<file path="src/rtl/vga_apb_pkg.sv">
// Shared definitions for the VGA pixel APB master: register map, write steps and
// the APB transfer state encoding.
package vga_apb_pkg;

  localparam logic [3:0] ADDR_X     = 4'h0;
  localparam logic [3:0] ADDR_Y     = 4'h4;
  localparam logic [3:0] ADDR_COLOR = 4'h8;
  localparam logic [3:0] ADDR_WE    = 4'hC;

  typedef enum logic [1:0] {STEP_X, STEP_Y, STEP_COLOR, STEP_WE} step_e;

  typedef enum logic [1:0] {ST_IDLE, ST_SETUP, ST_ACCESS} apb_state_e;

  function automatic logic [3:0] step_offset(step_e s);
    case (s)
      STEP_X:     return ADDR_X;
      STEP_Y:     return ADDR_Y;
      STEP_COLOR: return ADDR_COLOR;
      default:    return ADDR_WE;
    endcase
  endfunction

endpackage

</file>
<file path="src/rtl/apb_single_write.sv">
// One APB write transfer (SETUP then ACCESS) with an optional pready timeout.
// A new transfer may be chained directly from the last ACCESS cycle of the previous one.
module apb_single_write
  import vga_apb_pkg::*;
#(
  parameter int AW             = 12,
  parameter int DW             = 32,
  parameter int TIMEOUT_CYCLES = 16
) (
  input  logic          clk_i,
  input  logic          rst_i,
  input  logic          start_i,
  input  logic [AW-1:0] addr_i,
  input  logic [DW-1:0] wdata_i,
  output logic          busy_o,
  output logic          xfer_end_o,
  output logic          xfer_err_o,
  output logic [AW-1:0] paddr_o,
  output logic [DW-1:0] pwdata_o,
  output logic          pwrite_o,
  output logic          psel_o,
  output logic          penable_o,
  input  logic          pready_i,
  input  logic          pslverr_i
);

  localparam int CW = (TIMEOUT_CYCLES > 1) ? $clog2(TIMEOUT_CYCLES) : 1;

  apb_state_e    state_q, state_d;
  logic          psel_q, psel_d, penable_q, penable_d, pwrite_q, pwrite_d;
  logic [AW-1:0] paddr_q, paddr_d;
  logic [DW-1:0] pwdata_q, pwdata_d;
  logic [CW-1:0] cnt_q, cnt_d;
  logic          timeout_hit, xfer_end, xfer_err;

  // cnt_q counts wait cycles already spent; this cycle being the last allowed one aborts.
  assign timeout_hit = (TIMEOUT_CYCLES != 0) && (cnt_q == CW'(TIMEOUT_CYCLES - 1));

  always_comb begin
    state_d   = state_q;
    psel_d    = psel_q;
    penable_d = penable_q;
    pwrite_d  = pwrite_q;
    paddr_d   = paddr_q;
    pwdata_d  = pwdata_q;
    cnt_d     = cnt_q;
    xfer_end  = 1'b0;
    xfer_err  = 1'b0;
    case (state_q)
      ST_SETUP: begin
        state_d   = ST_ACCESS;
        penable_d = 1'b1;
      end
      ST_ACCESS: begin
        if (pready_i) begin
          xfer_end = 1'b1;
          xfer_err = pslverr_i;
        end else if (timeout_hit) begin
          xfer_end = 1'b1;
          xfer_err = 1'b1;
        end else begin
          cnt_d = cnt_q + CW'(1);
        end
        if (xfer_end) begin
          state_d   = ST_IDLE;
          psel_d    = 1'b0;
          penable_d = 1'b0;
          pwrite_d  = 1'b0;
        end
      end
      default: state_d = ST_IDLE;
    endcase
    if (start_i && (state_q == ST_IDLE || xfer_end)) begin
      state_d   = ST_SETUP;
      psel_d    = 1'b1;
      penable_d = 1'b0;
      pwrite_d  = 1'b1;
      paddr_d   = addr_i;
      pwdata_d  = wdata_i;
      cnt_d     = '0;
    end
  end

  always_ff @(posedge clk_i) begin
    if (rst_i) begin
      state_q   <= ST_IDLE;
      psel_q    <= 1'b0;
      penable_q <= 1'b0;
      pwrite_q  <= 1'b0;
      paddr_q   <= '0;
      pwdata_q  <= '0;
      cnt_q     <= '0;
    end else begin
      state_q   <= state_d;
      psel_q    <= psel_d;
      penable_q <= penable_d;
      pwrite_q  <= pwrite_d;
      paddr_q   <= paddr_d;
      pwdata_q  <= pwdata_d;
      cnt_q     <= cnt_d;
    end
  end

  assign busy_o     = (state_q != ST_IDLE);
  assign xfer_end_o = xfer_end;
  assign xfer_err_o = xfer_err;
  assign paddr_o    = paddr_q;
  assign pwdata_o   = pwdata_q;
  assign pwrite_o   = pwrite_q;
  assign psel_o     = psel_q;
  assign penable_o  = penable_q;

endmodule

</file>
<file path="src/rtl/vga_apb_pixel_master.sv">
// Pixel-write sequencer: turns one (x, y, color) request into APB writes of X, Y,
// COLOR and WE, skipping register writes that would not change the peripheral.
module vga_apb_pixel_master
  import vga_apb_pkg::*;
#(
  parameter int                        APB_ADDR_WIDTH = 12,
  parameter int                        APB_DATA_WIDTH = 32,
  parameter logic [APB_ADDR_WIDTH-1:0] BASE_ADDR      = '0,
  parameter bit                        SKIP_REDUNDANT = 1'b1,
  parameter int                        TIMEOUT_CYCLES = 16
) (
  input  logic                      clk_i,
  input  logic                      rst_i,
  input  logic                      req_valid_i,
  output logic                      req_ready_o,
  input  logic [10:0]               req_x_i,
  input  logic [10:0]               req_y_i,
  input  logic                      req_color_i,
  output logic                      done_o,
  output logic                      err_o,
  output logic [APB_ADDR_WIDTH-1:0] apb_paddr_o,
  output logic [APB_DATA_WIDTH-1:0] apb_pwdata_o,
  output logic                      apb_pwrite_o,
  output logic                      apb_psel_o,
  output logic                      apb_penable_o,
  input  logic [APB_DATA_WIDTH-1:0] apb_prdata_i,
  input  logic                      apb_pready_i,
  input  logic                      apb_pslverr_i
);

  logic                      busy, xfer_end, xfer_err, start, accept, step_ok;
  logic [APB_ADDR_WIDTH-1:0] start_addr;
  logic [APB_DATA_WIDTH-1:0] start_data;
  logic [10:0]               x_q, x_d, y_q, y_d, sh_x_q, sh_x_d, sh_y_q, sh_y_d, cur_x, cur_y;
  logic                      color_q, color_d, sh_c_q, sh_c_d, cur_c;
  logic [2:0]                sh_valid_q, sh_valid_d, skip;
  logic                      done_q, done_d, err_q, err_d;
  step_e                     step_q, step_d, nxt;
  logic [1:0]                from_idx;
  logic                      prdata_unused;

  assign prdata_unused = ^apb_prdata_i;

  // The done cycle is still part of the sequence, so no request is taken there.
  assign req_ready_o = !busy && !done_q;

  always_comb begin
    accept   = req_valid_i && req_ready_o;
    step_ok  = xfer_end && !xfer_err;
    cur_x    = req_ready_o ? req_x_i : x_q;
    cur_y    = req_ready_o ? req_y_i : y_q;
    cur_c    = req_ready_o ? req_color_i : color_q;
    skip[0]  = SKIP_REDUNDANT && sh_valid_q[0] && (cur_x == sh_x_q);
    skip[1]  = SKIP_REDUNDANT && sh_valid_q[1] && (cur_y == sh_y_q);
    skip[2]  = SKIP_REDUNDANT && sh_valid_q[2] && (cur_c == sh_c_q);
    from_idx = req_ready_o ? 2'd0 : step_q + 2'd1;
    if (from_idx == 2'd0 && !skip[0])       nxt = STEP_X;
    else if (from_idx <= 2'd1 && !skip[1])  nxt = STEP_Y;
    else if (from_idx <= 2'd2 && !skip[2])  nxt = STEP_COLOR;
    else                                    nxt = STEP_WE;
    start      = accept || (step_ok && step_q != STEP_WE);
    start_addr = BASE_ADDR + APB_ADDR_WIDTH'(step_offset(nxt));
    case (nxt)
      STEP_X:     start_data = APB_DATA_WIDTH'(cur_x);
      STEP_Y:     start_data = APB_DATA_WIDTH'(cur_y);
      STEP_COLOR: start_data = APB_DATA_WIDTH'(cur_c);
      default:    start_data = APB_DATA_WIDTH'(1);
    endcase

    x_d        = accept ? req_x_i : x_q;
    y_d        = accept ? req_y_i : y_q;
    color_d    = accept ? req_color_i : color_q;
    step_d     = start ? nxt : step_q;
    sh_x_d     = sh_x_q;
    sh_y_d     = sh_y_q;
    sh_c_d     = sh_c_q;
    sh_valid_d = sh_valid_q;
    done_d     = 1'b0;
    err_d      = 1'b0;
    if (step_ok) begin
      case (step_q)
        STEP_X:     begin sh_x_d = x_q;     sh_valid_d[0] = 1'b1; end
        STEP_Y:     begin sh_y_d = y_q;     sh_valid_d[1] = 1'b1; end
        STEP_COLOR: begin sh_c_d = color_q; sh_valid_d[2] = 1'b1; end
        default:    done_d = 1'b1;
      endcase
    end
    // An aborted sequence leaves the peripheral state unknown, so forget all shadows.
    if (xfer_end && xfer_err) begin
      sh_valid_d = '0;
      done_d     = 1'b1;
      err_d      = 1'b1;
    end
  end

  always_ff @(posedge clk_i) begin
    if (rst_i) begin
      x_q        <= '0;
      y_q        <= '0;
      color_q    <= 1'b0;
      step_q     <= STEP_X;
      sh_x_q     <= '0;
      sh_y_q     <= '0;
      sh_c_q     <= 1'b0;
      sh_valid_q <= '0;
      done_q     <= 1'b0;
      err_q      <= 1'b0;
    end else begin
      x_q        <= x_d;
      y_q        <= y_d;
      color_q    <= color_d;
      step_q     <= step_d;
      sh_x_q     <= sh_x_d;
      sh_y_q     <= sh_y_d;
      sh_c_q     <= sh_c_d;
      sh_valid_q <= sh_valid_d;
      done_q     <= done_d;
      err_q      <= err_d;
    end
  end

  assign done_o = done_q;
  assign err_o  = err_q;

  apb_single_write #(
    .AW             (APB_ADDR_WIDTH),
    .DW             (APB_DATA_WIDTH),
    .TIMEOUT_CYCLES (TIMEOUT_CYCLES)
  ) u_write (
    .clk_i      (clk_i),
    .rst_i      (rst_i),
    .start_i    (start),
    .addr_i     (start_addr),
    .wdata_i    (start_data),
    .busy_o     (busy),
    .xfer_end_o (xfer_end),
    .xfer_err_o (xfer_err),
    .paddr_o    (apb_paddr_o),
    .pwdata_o   (apb_pwdata_o),
    .pwrite_o   (apb_pwrite_o),
    .psel_o     (apb_psel_o),
    .penable_o  (apb_penable_o),
    .pready_i   (apb_pready_i),
    .pslverr_i  (apb_pslverr_i)
  );

endmodule

</file>
<file path="config.mk">
export PLATFORM = sky130hd
export DESIGN_NAME = vga_apb_pixel_master
export DESIGN_NICKNAME = d
export VERILOG_FILES = /design/src/rtl/vga_apb_pkg.sv /design/src/rtl/apb_single_write.sv /design/src/rtl/vga_apb_pixel_master.sv
export SDC_FILE = /design/constraint.sdc
export NUM_CORES = 1
export LEC_CHECK = 0
export ABC_AREA = 1
export BUFFER_PORTS_ARGS = -buffer_cell sky130_fd_sc_hd__buf_2
export CAP_MARGIN = 10
export CELL_PAD_IN_SITES_DETAIL_PLACEMENT = 2
export CELL_PAD_IN_SITES_GLOBAL_PLACEMENT = 2
export CORE_AREA = 10 10 127 129
export DETAILED_ROUTE_END_ITERATION = 8
export DIE_AREA = 0 0 137 139
export PLACE_DENSITY_LB_ADDON = 0.1
export SYNTH_ARGS = -nofsm -noshare
export SYNTH_HDL_FRONTEND = slang
export SYNTH_SLANG_ARGS = --single-unit
</file>
<file path="constraint.sdc">
create_clock -name clk_i -period 3.2 [get_ports clk_i]
set_clock_uncertainty 0.15 [all_clocks]
set_input_delay 0.32 -clock clk_i [delete_from_list [all_inputs] [get_ports clk_i]]
set_output_delay 0.32 -clock clk_i [all_outputs]
set_load 0.05 [all_outputs]
</file>
=== Word level (Yosys, flattened, before mapping) ===
Cells that the tools add are included.

* Bitwise gates (word level): 2
* Multiplexer cells: 26
* $add $sub $neg: 2
* Eq/ne operators: 13
* Reduce and logical (&&, ||, !) cells: 37
* Magnitude comparators: 2

{| class="wikitable"
|+ Operators by type and width
! operator !! count
|-
| one-hot mux 11 bit (3 select lines) || 1
|-
| equality test 11 bit || 2
|-
| two-way mux 11 bit || 2
|-
| two-way mux 1 bit || 16
|-
| logical AND 1 bit || 12
|-
| one-hot mux 4 bit (3 select lines) || 1
|-
| AND reduction 2 bit || 5
|-
| logical NOT 2 bit || 4
|-
| two-way mux 2 bit || 4
|-
| nonzero test 2 bit || 4
|-
| equality test 2 x 1 -> 1 bit (second input constant) || 3
|-
| equality test 2 bit (second input constant) || 3
|-
| logical NOT 1 bit || 6
|-
| adder 4 x 1 -> 4 bit (second input constant) || 1
|-
| equality test 4 bit (second input constant) || 1
|-
| one-hot mux 2 bit (2 select lines) || 1
|-
| OR reduction 2 bit || 2
|-
| inequality test 3 x 1 -> 1 bit (second input constant) || 1
|-
| AND reduction 3 bit || 1
|-
| OR reduction 3 bit || 1
|-
| adder 2 x 1 -> 2 bit (second input constant) || 1
|-
| <= comparator 2 x 1 -> 1 bit (second input constant) || 1
|-
| <= comparator 2 bit (second input constant) || 1
|-
| logical OR 1 bit || 2
|-
| 5 further kinds || 6
|}

* Output and inout port bits: 50
* Bits in registers: 97

=== Longest topological paths before layout ===
* Depth after elaboration: 13
* Gate-level depth with buffers: 18
* Mapped depth without buffers: 16

=== By module ===
Synthesis repeated with hierarchy kept, for this count alone.

* Cells, all modules: 740
* Area total of the unflattened synthesis: 5,256.3 um^2

{| class="wikitable"
|+ Modules (own cells, without submodules)
! module !! cells an instance !! area an instance (um^2) !! sequential area each (um^2) !! instances
|-
| vga_apb_pixel_master || 482 || 3,017.9 || 1,061.0 || 1
|-
| apb_single_write || 258 || 2,238.4 || 1,041.0 || 1
|}

=== Worst setup path before layout ===
OpenSTA, ideal clock, no wires.

* Path kind: flip-flop to flip-flop
* Start point: reg done_q, in the netlist done_o
* End point: reg u_write.pwdata_q[1], in the netlist u_write.pwdata_o[1]
* Library setup time: 113 ps
* Cell stages (with the launch flop): 17
* Period minus slack after synthesis: 2,330 ps
* Buffers on the path: 3
* Setup slack: 870 ps
* Data arrival time: 2,067 ps
* Data required time: 2,937 ps
* Cells stage by stage: dfxtp_1 inv_1 buf_2 buf_4 nand3_1 nand2_1 nand2_1 nand3_1 nor2_1 nand3_1 nand2_1 inv_2 buf_6 nand3_1 o21ai_1 nand2_1 nand2_1

* Cells in the longest elaborated chain, start to end: 12

{| class="wikitable"
|+ Ends and longest elaborated chain
! element !! line !! RTL
|-
| start, declared || vga_apb_pixel_master.sv:37 || <nowiki>logic done_q, done_d, err_q, err_d;</nowiki>
|-
| start signal, assigned || vga_apb_pixel_master.sv:117 || <nowiki>done_q <= done_d;</nowiki>
|-
| logical NOT 1 bit * || vga_apb_pixel_master.sv:45 || <nowiki>assign req_ready_o = !busy && !done_q;</nowiki>
|-
| logical AND 1 bit * || vga_apb_pixel_master.sv:45 ||
|-
| branches (longest 10 deep; another with two-way mux 11 bit) || - ||
|-
| end signal, assigned || apb_single_write.sv:99 || <nowiki>pwdata_q <= pwdata_d;</nowiki>
|-
| end, declared || apb_single_write.sv:32 || <nowiki>logic [DW-1:0] pwdata_q, pwdata_d;</nowiki>
|}

Mark *: on every way between the ends.
A chain may end at the register's enable or synchronous reset.

=== Final worst setup path ===
* Start point: reg done_q, in the netlist done_o
* End point: reg u_write.pwdata_q[10], in the netlist u_write.pwdata_o[10]

Same word-level chain as after synthesis.

==> metrics.md <==
| Metric | Value |
|---|---|
| Gr usage total | `0.154` |
| Met2 wire len | `6.92 mm` |
| Hold Startpoint | `req_y_i[5]` |
| Largest net degree at the start of global routing | `36` |
| Max FO, Critical Path | `29` |
| Measured slew at the worst slew-check pin | `0.712 ns` |
| DR WL met3 | `531 um` |
| Port bufs | `46` |
| Num CTS Buffers | `9` |
| Clk_lat worst skew | `0.34 ns` |
| Detailed Routing Iterations Pass 1 | `4` |
| Vias | `3945` |
| First-pass GRT wire length | `23.5 mm` |
| Final ANT Viol Nets | `0` |
| Layout area overhead | `13.9%` |
| Initial Util | `0.293` |
| Wire per inst | `17.2 um` |
| Post-CTS setup buffers | `0` |
| Dpl cells | `810` |
| Peak supply drop | `0.000211 V` |
| Reg clk slew, reported paths | `0.06 ns` |
| Core area | `13700 um2` |
| Setup crit start kind | `flip-flop` |
| R2R Path Start | `done_o$_SDFF_PP0_` |
| Min Tclk post-route | `2.63 ns` |
| Wl on met1 | `6.57 mm` |
| Yosys warns | `0` |
| Most frequent cells in the layout | `nand2_1, nand3_1, dfxtp_1` |
| Synthesized area per cell | `6.68 um2` |
| Critical Path Source | `done_o$_SDFF_PP0_` |
| IO Pins | `110` |
| Top sig layer | `met4` |
| WL final | `14.2 mm` |
| Cell Area, Synth | `4010 um2` |
| Final worst-path cycle share | `0.823` |
| Fillers | `1703` |
| TritonCTS clock tree | `done` |
| Initial antenna violation count | `0` |
| Die Y-Extent | `139 um` |
| H-tree depth | `3` |
| Rows | `43` |
| Vias in the first global route | `4438` |
| Worst hold margin | `0.115 ns` |
| Register Area | `1480 um2` |
| Power Density | `558 nW/um2` |
| Global route total overflow | `0` |
| Detailed Place HPWL | `10.4 mm` |
| Cell count after synthesis | `600` |
| Critical Path RT | `3.34 ns` |
| DRC viols | `0` |
| Setup TNS | `0 ns` |
| Final Wtd Congestion | `0.781` |
| Full die area | `19000 um2` |
| ANT cells | `0` |
| Total Power | `2.55 mW` |
| Synth cell types | `27` |
| RSZ-0062 raised after global routing | `false` |
| Vias per inst | `4.78` |
| Post-synthesis sequential area ratio | `0.370` |
| Layout cells sized above 1 | `0.127` |
| Crit path kind | `flip-flop to flip-flop` |
| Clock Tree Buf Depth | `2` |
| Max Clk Rate | `380 MHz` |
| First-iteration detailed-routing DRC count | `120` |
| Leakage | `2.09 nW` |
| CTS Root Cell | `clkbuf_16` |
| Crit path DAT | `2.77 ns` |
| Non-Filler Instances | `826` |
| Outcome | `finished clean` |
| Final Hold Fails | `0` |
| Final Core Density | `0.334` |
| CP Capture Type | `flip-flop` |
| Most common cell after layout, fill and taps aside | `nand2_1` |
| Max-slew violations | `0` |
| Multi-input logic area | `1990 um2` |
| Final setup viols | `0` |
| Headroom to the max-slew limit | `0.525` |
| Clock Sinks | `74` |
| Die Span X | `137 um` |
| Final nets | `707` |
| Max-Cap Viols | `0` |
| Min-delay worst type | `primary input to flip-flop` |
| #FFs+latches synth | `74` |
==> sequential cells by signal (all words and copies together) (netlist names) <==
signal,cells
color_q,1
done_o,1
err_o,1
sh_c_q,1
sh_valid_q,3
sh_x_q,11
sh_y_q,11
step_q,2
u_write.cnt_q,4
u_write.paddr_o,2
u_write.penable_o,1
u_write.psel_o,1
u_write.pwdata_o,11
u_write.state_q,2
x_q,11
y_q,11
==> synth_stat cells <==
library cell / count / area share
nand2_2: 1 / 0.0016
a21oi_1: 49 / 0.061
nor2_2: 1 / 0.0016
nand2_1: 164 / 0.15
nor3b_1: 1 / 0.0019
clkbuf_1: 13 / 0.012
conb_1: 1 / 0.00094
inv_2: 3 / 0.0028
o21ai_0: 32 / 0.040
nand3b_1: 8 / 0.015
inv_1: 64 / 0.060
o21ai_1: 12 / 0.015
a211oi_1: 10 / 0.019
buf_4: 37 / 0.069
nor2_4: 1 / 0.0028
or2_2: 1 / 0.0016
buf_6: 4 / 0.011
dfxtp_1: 74 / 0.37
xor2_1: 1 / 0.0022
nor2_1: 26 / 0.024
nand2_4: 1 / 0.0028
buf_1: 2 / 0.0019
ha_1: 6 / 0.019
nor3_1: 1 / 0.0012
buf_2: 3 / 0.0037
nand3_1: 83 / 0.10
o32ai_1: 1 / 0.0022
==> report_power, final <==
part	leakage (nW)	internal [mW]	switching, mW
clock	0.143	0.587	0.405
sequential	0.604	0.969	0.0316
combinational	1.34	0.133	0.422
total	2.09	1.69	0.858
==> metrics by stage <==
stage               worst slack, ns  instance area (um2)
CTS                           0.186                 4560
floorplan                     0.870                 4120
global route                  0.223                 4560
global placement              0.337                 4280
finish                        0.566                 4560
detailed placement            0.225                 4280
==> layer usage <==
metal	global-route usage	up-vias
li1	-	1948
met1	0.192	1928
met2	0.256	58
met3	0.0333	11
met4	0.0466	0
met5	0	-
==> final timing paths <==
| path | end | slack, ns | cells past startpoint |
|---|---|---|---|
| worst min register to register | u_write.pwdata_o[10]$_SDFFE_PP0P_ | 0.30 | 2 |
| worst max register to register | u_write.pwdata_o[10]$_SDFFE_PP0P_ | 0.57 | 15 |
| worst max-delay path | u_write.pwdata_o[10]$_SDFFE_PP0P_ | 0.57 | 15 |
| worst min-delay path | y_q[5]$_SDFFE_PP0P_ | 0.11 | 3 |
==> layout make-up <==
type | count | area share
tap | 180 | 0.0493
inverter | 67 | 0.0551
timing repair buffer | 59 | 0.0718
clock inverter | 2 | 0.00219
sequential | 74 | 0.325
multi-input combinational | 430 | 0.437
clock buffer | 14 | 0.0600
==> timing repair <==
item,in CTS,in global routing
gates resized for setup,0,1
hold endpoints to repair,0,0
endpoints found under the setup margin,0,2
hold buffers,0,0
==> cell families (layout without fill, tap and decap cells) <==
kind of cell / count (synthesis) / count (layout) / synth area share
adders and majority gates: 6 / 6 / 0.0187
buffers and inverters: 126 / 142 / 0.161
DFF: 74 / 74 / 0.370
AOI/OAI and AO/OA: 104 / 104 / 0.137
xor gates and xnor gates: 1 / 1 / 0.00219
other: 1 / 31 / 0.000936
and+or+nand+nor: 288 / 288 / 0.310
==> worst max-delay path, stage by stage, from the launching register on <==
cell and delay, ns:
dfxtp_1 0.31, inv_1 0.10, buf_4 0.38, nand3b_1 0.16, nand2_1 0.15, nand2_1 0.06, nand2_1 0.06, nand2_1 0.07
nor2_1 0.11, nand3_1 0.18, nand2_1 0.13, buf_4 0.28, nand3_1 0.13, o21ai_1 0.10, nand2_1 0.11, nand2_1 0.07
No activity file was read; power rests on OpenSTA's default activity.
